### config.mk
export PLATFORM = sky130hd
export DESIGN_NAME = jump_pc_sequencer
export DESIGN_NICKNAME = d
export VERILOG_FILES = /design/src/rtl/mips_ctrl_pkg.sv /design/src/rtl/branch_target_calc.sv /design/src/rtl/jump_pc_sequencer.sv
export SDC_FILE = /design/constraint.sdc
export NUM_CORES = 1
export LEC_CHECK = 0
export CORE_MARGIN = 8
export CORE_UTILIZATION = 35
export DETAILED_ROUTE_END_ITERATION = 6
export PLACE_DENSITY = 0.73
export SLEW_MARGIN = 20
export SYNTH_ARGS = -nofsm -noshare
export SYNTH_HDL_FRONTEND = slang
export SYNTH_SLANG_ARGS = --single-unit
export TNS_END_PERCENT = 20
### constraint.sdc
create_clock -name clk -period 5 [get_ports clk]
set_clock_uncertainty 0.1 [all_clocks]
set_input_delay 0.5 -clock clk [delete_from_list [all_inputs] [get_ports clk]]
set_output_delay 0.5 -clock clk [all_outputs]
set_load 0.1 [all_outputs]
### src/rtl/mips_ctrl_pkg.sv
// rtl/mips_ctrl_pkg.sv - shared opcode constants, state encoding and decode record for the control-transfer sequencer
package mips_ctrl_pkg;

  localparam logic [5:0] OP_SPECIAL = 6'h00;
  localparam logic [5:0] OP_J       = 6'h02;
  localparam logic [5:0] OP_JAL     = 6'h03;
  localparam logic [5:0] OP_BEQ     = 6'h04;
  localparam logic [5:0] OP_BNE     = 6'h05;
  localparam logic [5:0] FUNCT_JR   = 6'h08;

  localparam logic [31:0] PC_STEP = 32'd4;

  typedef enum logic [0:0] {
    RUN  = 1'b0,
    PEND = 1'b1
  } seq_state_t;

  typedef struct packed {
    logic j;
    logic jal;
    logic jr;
    logic beq;
    logic bne;
  } xfer_t;

endpackage

### src/rtl/branch_target_calc.sv
// rtl/branch_target_calc.sv - decodes the transfer type of the decode-stage word and computes every candidate target
module branch_target_calc
  import mips_ctrl_pkg::*;
(
  input  logic [31:0] dec_pc,
  input  logic [31:0] dec_instr,
  input  logic [31:0] rs_data,
  output logic [31:0] seq_pc,
  output logic [31:0] jump_target,
  output logic [31:0] branch_target,
  output logic [31:0] jr_target,
  output xfer_t       xfer
);

  logic [5:0]  opcode;
  logic [5:0]  funct;
  logic [31:0] imm_ext;

  assign opcode = dec_instr[31:26];
  assign funct  = dec_instr[5:0];

  assign imm_ext = {{16{dec_instr[15]}}, dec_instr[15:0]};

  assign seq_pc        = dec_pc + PC_STEP;
  assign jump_target   = {seq_pc[31:28], dec_instr[25:0], 2'b00};
  assign branch_target = seq_pc + (imm_ext << 2);
  // JR ignores the low two bits of the register so the target is always word aligned
  assign jr_target     = rs_data & 32'hFFFF_FFFC;

  always_comb begin
    xfer     = '0;
    xfer.j   = (opcode == OP_J);
    xfer.jal = (opcode == OP_JAL);
    xfer.jr  = (opcode == OP_SPECIAL) && (funct == FUNCT_JR);
    xfer.beq = (opcode == OP_BEQ);
    xfer.bne = (opcode == OP_BNE);
  end

endmodule

### src/rtl/jump_pc_sequencer.sv
// rtl/jump_pc_sequencer.sv - fetch PC register and J/JAL/JR/BEQ/BNE redirect sequencer
// Optional build macro MIPS_DELAY_SLOT_EN: keep the delay-slot instruction and link to dec_pc+8.
module jump_pc_sequencer
  import mips_ctrl_pkg::*;
#(
  parameter logic [31:0] RESET_PC = 32'h0000_0000
) (
  input  logic        clk,
  input  logic        reset,
  input  logic        fetch_ready,
  input  logic        dec_valid,
  input  logic [31:0] dec_pc,
  input  logic [31:0] dec_instr,
  input  logic [31:0] rs_data,
  input  logic        branch_taken,
  output logic [31:0] pc,
  output logic        fetch_kill,
  output logic        link_we,
  output logic [31:0] link_data,
  output logic        busy_pending
);

  seq_state_t  state, state_next;
  logic [31:0] pc_next;
  logic [31:0] target_q;
  logic [31:0] target;
  logic        transfer;

  logic [31:0] seq_pc;
  logic [31:0] jump_target;
  logic [31:0] branch_target;
  logic [31:0] jr_target;
  xfer_t       xfer;

  branch_target_calc u_calc (
    .dec_pc        (dec_pc),
    .dec_instr     (dec_instr),
    .rs_data       (rs_data),
    .seq_pc        (seq_pc),
    .jump_target   (jump_target),
    .branch_target (branch_target),
    .jr_target     (jr_target),
    .xfer          (xfer)
  );

  assign transfer = dec_valid &
                    (xfer.j | xfer.jal | xfer.jr | ((xfer.beq | xfer.bne) & branch_taken));

  always_comb begin
    target = branch_target;
    if (xfer.j || xfer.jal) target = jump_target;
    else if (xfer.jr)       target = jr_target;
  end

  always_ff @(posedge clk) begin
    if (reset) begin
      state    <= RUN;
      pc       <= RESET_PC;
      target_q <= '0;
    end else begin
      state <= state_next;
      pc    <= pc_next;
      if (state == RUN && transfer && !fetch_ready) target_q <= target;
    end
  end

  always_comb begin
    state_next = state;
    pc_next    = pc;
    case (state)
      RUN: begin
        if (fetch_ready) pc_next = transfer ? target : pc + PC_STEP;
        else if (transfer) state_next = PEND;
      end
      PEND: begin
        // decode holds a bubble here, so dec_valid is deliberately not consulted
        if (fetch_ready) begin
          pc_next    = target_q;
          state_next = RUN;
        end
      end
      default: state_next = RUN;
    endcase
  end

  always_comb begin
    fetch_kill   = 1'b0;
    link_we      = (state == RUN) && dec_valid && xfer.jal;
    busy_pending = (state == PEND);
`ifdef MIPS_DELAY_SLOT_EN
    link_data    = seq_pc + PC_STEP;
`else
    link_data    = seq_pc;
    fetch_kill   = fetch_ready && ((state == PEND) || transfer);
`endif
  end

endmodule
[Yosys cells after proc, flatten, opt, wreduce, memory -nomap -nowiden]
Index checks and enable logic that the tools add are counted.
Storage, ports and cells
  input bits: 101
  register bits after elaboration: 65
Operators by class
  multiplexer cells: 10
  bitwise gates (word level): 7
  eq/ne operators: 7
  reduce and logical (&&, ||, !) cells: 11
  add/sub/neg operators: 3
Operator list (count)
  2-to-1 mux 32 bit: 5
  adder 32 x 3 -> 32 bit (second input constant): 2
  case mux 32 bit (2 select lines): 1
  adder 32 bit: 1
  == test 6 x 2 -> 1 bit (second input constant): 2
  == test 6 x 3 -> 1 bit (second input constant): 2
  == test 6 x 4 -> 1 bit (second input constant): 1
  logical AND 1 bit: 6
  zero test 6 bit: 1
  != test 2 bit (second input constant): 2
  bitwise OR 1 bit: 4
  2-to-1 mux 1 bit: 3
  AND 1 bit: 2
  logical OR 1 bit: 2
  case mux 1 bit (2 select lines): 1
  AND reduction 2 bit: 1
  zero test 1 bit: 1
  inverter 1 bit: 1

[Longest topological paths before layout]
  depth in word-level cells: 8
  gate-level depth with buffers: 18
  mapped depth without buffers: 17

[Hierarchy]
A second synthesis with hierarchy kept.
Unflattened totals
  cell total of the unflattened synthesis: 947
  area, all modules: 6988.0 µm²
Modules (own cells, without submodules)
  jump_pc_sequencer: times used 1, sequential area each 1301.2 µm², cells each 539, area each 4068.9 µm²
  branch_target_calc: times used 1, sequential area each 0.0 µm², cells each 408, area each 2919.0 µm²

[Least setup slack after synthesis]
Ideal clock, no wire load.
  path type: input to register
  start: in dec_pc[4]
  end: reg pc[31]
  arrival time: 5512 ps
  slack: -701 ps
  stages: 18
  cells stage by stage: and4_1 and3_1 and2_1 and2b_1 nand3_1 xnor2_1 ha_1 clkbuf_1 nand3_1 nor2_1 nand2_1 a21oi_2 or4_4 a31oi_4 xor2_2 mux2i_1 or3_1 a311oi_2
On the way
  cells in the longest elaborated chain, start to end: 7
RTL lines
  start, declared: RTL line jump_pc_sequencer.sv:12  | input logic [31:0] dec_pc,
  adder 32 x 3 -> 32 bit: RTL line branch_target_calc.sv:24  | assign seq_pc = dec_pc + PC_STEP;
  via link_data[23]: RTL line jump_pc_sequencer.sv:19  | output logic [31:0] link_data,
  adder 32 bit: RTL line branch_target_calc.sv:26  | assign branch_target = seq_pc + (imm_ext << 2);
  2-to-1 mux 32 bit: RTL line jump_pc_sequencer.sv:52  | else if (xfer.jr) target = jr_target;
  2-to-1 mux 32 bit: RTL line jump_pc_sequencer.sv:51  | if (xfer.j || xfer.jal) target = jump_target;
  2-to-1 mux 32 bit (2 in series): RTL line jump_pc_sequencer.sv:72  | if (fetch_ready) pc_next = transfer ? target : pc + PC_STEP;
  case mux 32 bit (2 select lines): RTL line jump_pc_sequencer.sv:70  | case (state)
  end signal, assigned: RTL line jump_pc_sequencer.sv:62  | pc <= pc_next;
  end, declared: RTL line jump_pc_sequencer.sv:16  | output logic [31:0] pc,
The timed path passes the listed nets, and every way through them passes these cells. The select of a mux whose other input is x is not followed.
A chain may end at the register's enable or synchronous reset.

[Final worst setup path]
  start: in dec_pc[5]
  end: reg pc[31]
On the way
  cells in the longest elaborated chain, start to end: 7
RTL lines (RTL line)
  adder 32 x 3 -> 32 bit (*): branch_target_calc.sv:24
  adder 32 bit: branch_target_calc.sv:26
  2-to-1 mux 32 bit: jump_pc_sequencer.sv:52
  2-to-1 mux 32 bit (*): jump_pc_sequencer.sv:51
  2-to-1 mux 32 bit (*) (2 in series): jump_pc_sequencer.sv:72
  case mux 32 bit (2 select lines) (*): jump_pc_sequencer.sv:70
Mark *: on every way between the ends. The rest lies on a longest branch, timed or not. The select of a mux whose other input is x is not followed.

==> results.md <==
Global routing:
- The number of antenna violations at the first check in global routing is 0.
- Global routing consumed, over all layers together, 19.1% of the routing resources.
- The first global-routing pass estimated 34,300 µm of wire.
- The via count of the first global-routing pass is 6,693.
- Entering global routing, the biggest net connects around 50 pins.
- The total congestion overflow is 0.

Outcome:
- The run finished with clean final reports.

Clocking:
- The tree is rooted in a sky130_fd_sc_hd__clkbuf_16.
- TritonCTS built the clock tree.
- Post-CTS timing repair inserted 0 buffers for setup.
- For this design, the sink count on the clock tree is 65.
- Clock tree synthesis inserted a total of 9 buffers.
- After clock tree synthesis, the clock-pin slew on the worst setup and hold paths is roughly 0.05 ns.
- Gates resized during post-CTS repair numbered 0.
- The quantity of hold-fixing buffers added after cts is 0.
- The clock passes through at most 2 buffers.
- The clock network latency to the later pin of the worst-skew pair is 0.34 ns.
- The deepest level of the CTS H-tree is 3.

Drt:
- Dividing the detail-routed via count by the number of cells gives 5.56.
- The first routing iteration left 567 violations.
- The total wirelength of the detailed-routed design is 21,300 µm.
- The average routed wire per standard cell is 17.2 µm.
- The count of nets left with antenna violations after detail routing is 0.
- The total via count after detailed routing is slightly below 7k.
- In the detailed route, the total length drawn on met2 is ~9900 µm.
- The top routing layer in use is met4.
- The first-pass iteration count of the detailed router is 5.
- For this run, design rule violations remaining after detail routing come to 0.
- The wire length on met3 is 1610 µm.
- The routed metal-1 wire length is roughly 9400 µm.

Synth:
- The synthesized design contains 0 enable-type register cells.
- The async set-or-reset flop fraction in the synthesized netlist is 0%.
- In this run, distinct cell masters in the synthesized netlist total 64.
- Synthesis inferred 65 register bits.
- After synthesis, the mean cell area works out to a little over 7 µm².
- The synthesized netlist cell count is 860.
- The yosys synthesis warning count is 0.
- Ranked by total cell area, the synthesized netlist is headed by sky130_fd_sc_hd__dfxtp_1 21%, sky130_fd_sc_hd__a21oi_1 7.4%, sky130_fd_sc_hd__xnor2_1 7.3%, sky130_fd_sc_hd__ha_1 7.2%, sky130_fd_sc_hd__nand2_1 6.4%.
- The synthesized design devotes to its leading area cell type between 20% and 30% of total area.
- The most frequently used flop master after synthesis is sky130_fd_sc_hd__dfxtp_1.
- The cell area that synthesis handed to floorplanning was 6110 µm².
- sky130_fd_sc_hd__dfxtp_1 takes more of the synthesized area than any other cell.
- The proportion of synthesized chip area in sequential cells is 21.3%.
- The net count after synthesis is 997.

Placed design:
- The number of input and output port buffers inserted is 165.
- Routability-driven placement finished with a final weighted congestion of ~0.91.
- The placed wire-length estimate after detailed placement is 16,900 µm.

Setup path:
- The critical path startpoint category is an input port.
- The kind of critical path is input port to flip-flop.
- The sort of element at the end of the critical path is a flip-flop.
- In this run the worst path has a maximum fanout of 6.
- Data on the critical path arrives at its endpoint at 4.71 ns.
- The data required time at the worst endpoint is 5.15 ns.

Timing:
- The number of endpoints failing setup at the final stage is 0.
- The worst path uses 91.2% of the clock period.
- The final-report max-slew violation count is 0.
- The hold violation total from the final report was 0.
- Based on the critical path, the design can be clocked at up to 0.219 GHz.
- In this run the tightest slew margin relative to its limit is 29.6%.
- The shortest period the worst path allows is about 4.6 ns.
- The slew at the pin closest to its max-slew limit is around 1.1 ns.
- For the final routed database, the setup TNS stands at 0 ns.
- Setup repair after global routing left no endpoint under its margin.

Die:
- The die is 148 µm wide.
- The die footprint is 21,900 µm².
- The initial utilization of the core area, before any placement, comes to 35.5%.
- For this design the top-level I/O count stands at 168.
- In this run the vertical extent of the chip is 148 µm.
- The placeable core area is approximately 17,000 µm².
- The number of placement rows is 48.

Run:
- The count of max-cap constraint violations is 0.

Power:
- Across the VDD grid, the largest voltage drop is 0.197 mV.
- The total power density per cell area is between 200 and 250 nW/µm².
- The standby leakage power is 3.22 nW.

Final layout:
- Counting the fill cells in the layout gives ~1.7k.
- In the final layout, flip-flops and latches occupy roughly 1300 µm².
- The total area of multi-input combinational cells is approximately 4700 µm².
- The antenna cell count is 0.
- For this run, the share of the core covered by cells in the final layout is about half.
- Relative to the synthesized area, the layout overhead comes to 39.2%.
- The number of nets in the layout is 1,148.
- Of the cells placed in the final design, the portion with a size suffix greater than 1 is 10.1%.

Min path:
- The path category of the worst min-delay check is flip-flop to flip-flop.
-- layout by cell type (no fill, tap or decap), types with 6 or more instances in the layout --
master / count
sky130_fd_sc_hd__a211oi_1: 31
sky130_fd_sc_hd__a21o_1: 16
sky130_fd_sc_hd__a21oi_1: 90
sky130_fd_sc_hd__a221oi_1: 6
sky130_fd_sc_hd__a311oi_1: 6
sky130_fd_sc_hd__a31oi_1: 12
sky130_fd_sc_hd__and3_1: 12
sky130_fd_sc_hd__buf_4: 51
sky130_fd_sc_hd__clkbuf_16: 9
sky130_fd_sc_hd__clkdlybuf4s50_1: 142
sky130_fd_sc_hd__dfxtp_1: 65
sky130_fd_sc_hd__ha_1: 35
sky130_fd_sc_hd__inv_1: 14
sky130_fd_sc_hd__mux2i_1: 6
sky130_fd_sc_hd__nand2_1: 104
sky130_fd_sc_hd__nand3_1: 38
sky130_fd_sc_hd__nand4_1: 20
sky130_fd_sc_hd__nor2_1: 99
sky130_fd_sc_hd__nor3_1: 22
sky130_fd_sc_hd__o211ai_1: 8
sky130_fd_sc_hd__o21a_1: 12
sky130_fd_sc_hd__o21ai_0: 16
sky130_fd_sc_hd__o21ai_1: 26
sky130_fd_sc_hd__o21bai_1: 7
sky130_fd_sc_hd__o22ai_1: 7
sky130_fd_sc_hd__or3_1: 13
sky130_fd_sc_hd__xnor2_1: 31
sky130_fd_sc_hd__xnor2_2: 19
sky130_fd_sc_hd__xor2_1: 21
-- stage by stage --
stage / total power, mW / cells / worst slack, ns / area, µm² / hold slack (ns)
after global placement: 1.42 / 1225 / 0.128 / 8190 / 0.338
final: 2.07 / 1241 / 0.441 / 8500 / 0.356
after global routing: 2.17 / 1241 / 0.203 / 8500 / 0.378
after CTS: 2.08 / 1241 / 0.429 / 8500 / 0.350
after detailed placement: 1.43 / 1225 / 0.0764 / 8190 / 0.344
after floorplan: 1.16 / 860 / 0.0673 / 6300 / 0.332
-- critical path, cell delays in order --
cell	delay [ns]
sky130_fd_sc_hd__clkdlybuf4s50_1	0.52
sky130_fd_sc_hd__and4_1	0.31
sky130_fd_sc_hd__and3_1	0.22
sky130_fd_sc_hd__and2_1	0.25
sky130_fd_sc_hd__and2b_1	0.24
sky130_fd_sc_hd__buf_4	0.16
sky130_fd_sc_hd__xor2_4	0.15
sky130_fd_sc_hd__ha_1	0.31
sky130_fd_sc_hd__nand2_1	0.13
sky130_fd_sc_hd__o21ai_1	0.08
sky130_fd_sc_hd__a21o_1	0.17
sky130_fd_sc_hd__nor2b_1	0.12
sky130_fd_sc_hd__or4_4	0.49
sky130_fd_sc_hd__a31oi_4	0.19
sky130_fd_sc_hd__xor2_2	0.17
sky130_fd_sc_hd__mux2i_1	0.11
sky130_fd_sc_hd__or3_1	0.37
sky130_fd_sc_hd__a311oi_2	0.23
-- cells in the mapped netlist (all sizes together), types with 3 or more instances --
master  number
nand3       38
nor4         4
o22ai        7
nor2        99
o221ai       4
o21a        12
or3         13
nand4       20
and4         5
o31ai        3
dfxtp       65
ha          35
clkbuf      52
a311oi       7
a21o        16
xor2        25
mux2i        6
o21ai       42
nand2b       3
nor3        23
nand2      104
o211ai       8
a21oi       92
and2         3
inv         14
a31oi       13
a221o        3
nor2b        3
buf          3
xnor2       51
a211oi      33
and3        12
a221oi       6
o21bai       7
-- sequential cells by signal, summed over array words and instances (netlist names) --
register and cells:
target_q 32, busy_pending 1, pc 32
-- kinds of logic after synthesis --
kind of cell | after synthesis | synth area share [%]
flip-flops | 65 | 21.3
AO/OA/AOI/OAI | 274 | 29.5
adder cells (fa/ha/maj) | 36 | 7.50
XOR/XNOR | 76 | 11.0
multiplexers | 6 | 0.984
buffers and inverters | 70 | 4.57
AND/OR/NAND/NOR | 333 | 25.1
-- worst paths after layout --
check,startpoint,endpoint,slack [ns],cells after the start
worst min register to register,target_q[13]$_SDFFE_PP0P_,target_q[13]$_SDFFE_PP0P_,0.36,2
worst max-delay path,dec_pc[5],pc[31]$_SDFFE_PP0P_,0.44,18
worst min-delay path,target_q[13]$_SDFFE_PP0P_,target_q[13]$_SDFFE_PP0P_,0.36,2
worst max register to register,pc[17]$_SDFFE_PP0P_,pc[31]$_SDFFE_PP0P_,2.25,10
-- per-layer routing --
layer,GRT usage (%),up-vias
met5,0,-
met4,5.05,0
met3,5.04,28
met2,31.2,246
met1,24.5,3186
li1,-,3442
-- where the power goes --
part	total (mW)	internal (mW)	leakage, nW	switching, mW
clock	0.650	0.426	0.153	0.224
sequential	0.561	0.537	0.530	0.0243
combinational	0.859	0.306	2.54	0.553
-- area by class of cell --
cell class | instances | share of cell area, %
Sequential cell | 65 | 15.3
Tap cell | 225 | 3.31
Timing Repair Buffer | 195 | 21.5
Inverter | 15 | 0.677
Multi-Input combinational cell | 725 | 55.5
Clock inverter | 2 | 0.412
Clock buffer | 14 | 3.22
(Power assumes the default switching activity.)
